--- src/rtl/smoldvi_link_ctrl.sv ---
// smoldvi_link_ctrl: bit-clock pixel-clock/symbol-strobe generator and DVI lane bring-up/shutdown sequencer.
// Every lane-enable edge is aligned to a serializer symbol load.
module smoldvi_link_ctrl #(
    parameter int START_CYCLES  = 1024,
    parameter int SETTLE_CYCLES = 4096,
    parameter int DRAIN_CYCLES  = 1024,
    parameter int CTR_W         = 13
) (
    input  logic clk_bit,
    input  logic rst_n_bit,
    input  logic en,
    output logic clk_pix,
    output logic ser_load,
    output logic clk_lane_en,
    output logic data_lane_en,
    output logic link_up
);
    typedef enum logic [2:0] {OFF, START, CLK_ONLY, ACTIVE, DRAIN} state_t;
    localparam logic [CTR_W-1:0] START_LD  = CTR_W'(START_CYCLES - 1);
    localparam logic [CTR_W-1:0] SETTLE_LD = CTR_W'(SETTLE_CYCLES - 1);
    localparam logic [CTR_W-1:0] DRAIN_LD  = CTR_W'(DRAIN_CYCLES - 1);
    logic [2:0] ph, ph_n;
    logic en_m, en_s;
    state_t state, state_n;
    logic [CTR_W-1:0] dly, dly_n;
    logic dly_z;
    assign ph_n  = (ph == 3'd4) ? 3'd0 : ph + 3'd1;
    assign dly_z = (dly == '0);
    always_ff @(posedge clk_bit or negedge rst_n_bit) begin
        if (!rst_n_bit) begin
            ph           <= 3'd0;
            clk_pix      <= 1'b0;
            ser_load     <= 1'b0;
            en_m         <= 1'b0;
            en_s         <= 1'b0;
            state        <= OFF;
            dly          <= '0;
            clk_lane_en  <= 1'b0;
            data_lane_en <= 1'b0;
            link_up      <= 1'b0;
        end else begin
            ph           <= ph_n;
            clk_pix      <= (ph_n >= 3'd1) && (ph_n <= 3'd3);
            ser_load     <= (ph_n == 3'd0);
            en_m         <= en;
            en_s         <= en_m;
            state        <= state_n;
            dly          <= dly_n;
            clk_lane_en  <= (state_n == CLK_ONLY) || (state_n == ACTIVE) || (state_n == DRAIN);
            data_lane_en <= (state_n == ACTIVE);
            link_up      <= (state_n == ACTIVE);
        end
    end
    // dly reloads on every state entry, otherwise counts down and holds at zero
    always_comb begin
        state_n = state;
        dly_n   = dly_z ? dly : dly - 1'b1;
        case (state)
            OFF: if (en_s) begin
                state_n = START;
                dly_n   = START_LD;
            end
            START: if (!en_s) begin
                state_n = OFF;
                dly_n   = '0;
            end else if (dly_z && ser_load) begin
                state_n = CLK_ONLY;
                dly_n   = SETTLE_LD;
            end
            CLK_ONLY: if (!en_s) begin
                state_n = DRAIN;
                dly_n   = DRAIN_LD;
            end else if (dly_z && ser_load) begin
                state_n = ACTIVE;
                dly_n   = '0;
            end
            ACTIVE: if (!en_s && ser_load) begin
                state_n = DRAIN;
                dly_n   = DRAIN_LD;
            end
            DRAIN: if (dly_z && ser_load) begin
                state_n = OFF;
                dly_n   = '0;
            end
            default: begin
                state_n = OFF;
                dly_n   = '0;
            end
        endcase
    end
endmodule
--- config.mk ---
export PLATFORM = sky130hd
export DESIGN_NAME = smoldvi_link_ctrl
export DESIGN_NICKNAME = d
export VERILOG_FILES = /design/src/rtl/smoldvi_link_ctrl.sv
export SDC_FILE = /design/constraint.sdc
export NUM_CORES = 1
export LEC_CHECK = 0
export ABC_AREA = 1
export CORE_ASPECT_RATIO = 1.1
export CORE_UTILIZATION = 60
export DETAILED_ROUTE_END_ITERATION = 12
export PLACE_DENSITY = 0.8
export SETUP_SLACK_MARGIN = 0.3
export SYNTH_ARGS = -nofsm -noshare
export SYNTH_HDL_FRONTEND = slang
export SYNTH_SLANG_ARGS = --single-unit
--- constraint.sdc ---
create_clock -name clk_bit -period 2.8 [get_ports clk_bit]
set_clock_uncertainty 0.15 [all_clocks]
set_input_delay 0.84 -clock clk_bit [delete_from_list [all_inputs] [get_ports clk_bit]]
set_output_delay 0.84 -clock clk_bit [all_outputs]
set_load 0.01 [all_outputs]
==> impl_results.md <==
* Total GRT Usage at 0.2605
* Number of max-cap violations at 0
* Static leakage at 0.8450 nW
* Fin area at 1597 um2
* Global-route wire length before repair at 4940 um
* Hold slack at 0.2201 ns
* Largest net degree at the start of global routing at 26
* First DRT Iteration DRCs at 27
* Initial antenna violation count at 0
* Setup crit end kind: output pin
* CP max FO at 4
* CTS root buf: clkbuf_4
* Cell Area, Placed at 1565 um2
* Antenna Nets Post-Route at 0
* Starting Density at 0.6408
* Grt total ovfl at 0
* Max clock buf depth at 2
* Mapped Avg Cell Area at 8.009 um2
* CTS Buf Count at 3
* Final Hold Fails at 0
* Mapped Area at 1458 um2
* CTS tree: yes
* Diode count at 0
* CP Launch Type: flip-flop
* Io pins at 8
* Period utilization at 0.8398
* Worst-Margin Slew at 0.4559 ns
* Critical path class: reg -> out
* Largest stage delay on the critical path at 0.57 ns
* Worst Setup Slack post-DPL at 0.8321 ns
* Synth top area cells: dfrtp_1, nand2_1, inv_1
* Die height at 53.70 um
* Max Clock Freq at 425.3 MHz
* Top cells by count, synth: nand2_1, dfrtp_1, inv_1, nor2_1, nand3_1
* Die W at 49.00 um
* Worst EP arrival at 1.36 ns
* DRC at 0
* Htree depth at 1
* Library cells used by synthesis at 29
* Final TNS setup at 0 ns
* Final HPWL DP at 2196 um
* Setup Buffers After CTS at 0
* GPL Wtd Cong at 0.8862
* Initial DRT Pass Iterations at 4
* Run status: complete, no violations
* Final nets at 201
* Wire per inst at 13.17 um
* Post-synthesis sequential area ratio at 0.4292
* Ys Warns at 0
* Share of Yosys cell area claimed by the top area cell type at 0.4292
* TritonCTS Sinks at 25
* Core ar. at 2275 um2
* Pins over their slew limit at 0
* Async S/R FF share, synth at 1.000
* Min Tclk post-route at 2.351 ns
* CTS Hold Buffers Added at 0
* CTS clock-pin slew for the worst setup and hold paths at 0.15 ns
* CP top delay family: buffers and inverters
* Final setup vio count at 0
* Vias in the first global route at 1171
* Unrepaired setup endpoints after global routing: no
* Most common cell in the netlist: nand2_1
* Pwr Density at 511.6 nW/um2
* Cell taking the most area after synthesis: dfrtp_1
* Layout cells sized above 1 at 0.1399
* Worst IR Drop VDD at 0.5098 mV
* CP Buf/Inv Count at 1
* Post_cts resized at 0
* Skew-Pair Late Insertion Delay at 0.33 ns
* Fin util at 0.7019
* Die area at 2631 um2
* Crit path max-delay cell type: clkdlybuf4s50_1
* PortBufs at 7
* Critical path required time at 1.81 ns
* Post-Synthesis Cells at 182
* Most common flop cell mapped by yosys: dfrtp_1
* Avg Vias per Cell at 5.350
* Area Growth Syn to Fin at 9.528%
* Post-synth EDFFs at 0
* Worst slew margin at 0.6937
* Rows at 18
* Post-Route WL at 2938 um
* HP Class: reg -> reg
* Post-route setup slack at 0.4486 ns
* Number of synthesized register bits at 25
* Synth Net Count at 189
* FILL cells at 204
* Vias post-DR at 1193
* Crit-path cells: clkdlybuf4s50_1
metrics by stage:
stage,total power [mW],cells
after floorplan,0.5920,182
after global placement,0.6290,219
after detailed placement,0.6420,219
after CTS,0.8207,223
after global routing,0.8658,223
final,0.8167,223
state kept, by name, summed over array words and instances (netlist names):
register / flops
state: 3
clk_pix: 1
clk_lane_en: 1
dly: 13
ph: 3
ser_load: 1
en_m: 1
en_s: 1
link_up: 1
cell usage in the layout (no fill, tap or decap):
cell type	netlist	routed
nand3_2	2	2
nand2_2	3	3
and3_1	1	1
dfrtp_1	25	25
a21oi_1	3	3
o21ai_2	1	1
clkdlybuf4s50_1	0	7
o21ai_1	1	1
nand3_1	10	10
a21oi_4	1	1
buf_4	1	1
inv_6	0	1
nor4_1	1	1
nand2_4	2	2
a31oi_1	1	1
nor2_1	19	19
ha_1	4	4
inv_1	23	23
inv_2	3	3
nand4_1	5	5
nor3_1	4	4
clkbuf_4	0	3
nor2_2	4	4
xnor2_1	1	1
or2_2	1	1
o21ai_0	6	6
nor2_8	1	1
nand3b_1	1	1
nor2_4	1	1
nand2_1	51	51
nand3_4	3	3
xor2_1	3	3
power by group:
group / internal, mW / total (mW) / switching (mW)
sequential: 0.400 / 0.435 / 0.0346
clock: 0.0584 / 0.178 / 0.120
combinational: 0.0702 / 0.204 / 0.134
worst paths after layout:
path / start / end / slack (ns) / cells after the start
min reg2reg: en_m / en_s / 0.22 / 0
min in group asynchronous: rst_n_bit / dly[3] / 0.69 / 2
max: ser_load / ser_load / 0.45 / 1
min: en_m / en_s / 0.22 / 0
max in group asynchronous: rst_n_bit / state[0] / 1.57 / 2
max reg2reg: dly[0] / dly[4] / 0.81 / 9
cell families after synthesis:
| family | synth area share |
|---|---|
| AOI/OAI and AO/OA | 0.05580 |
| xor gates and xnor gates | 0.02404 |
| adders and majority gates | 0.03434 |
| buffers and inverters | 0.07210 |
| DFF | 0.4292 |
| and+or+nand+nor | 0.3846 |
layer usage:
layer  vias up  part of all wire  track usage
met2        22              0.53       0.4907
met1       569              0.42       0.2898
li1        596                 -            -
met4         0             0.020       0.1422
met3         6             0.026      0.03672
met5         -                 0            0
final cells by class:
cell class	count	area [um2]	area share
Tap cell	30	37.54	0.02351
Multi-Input combinational cell	130	726.9	0.4553
Clock buffer	3	22.52	0.01411
Inverter	26	97.59	0.06113
Clock inverter	1	8.758	0.005486
Timing Repair Buffer	8	77.57	0.04859
Sequential cell	25	625.6	0.3918
(Power assumes the default switching activity.)
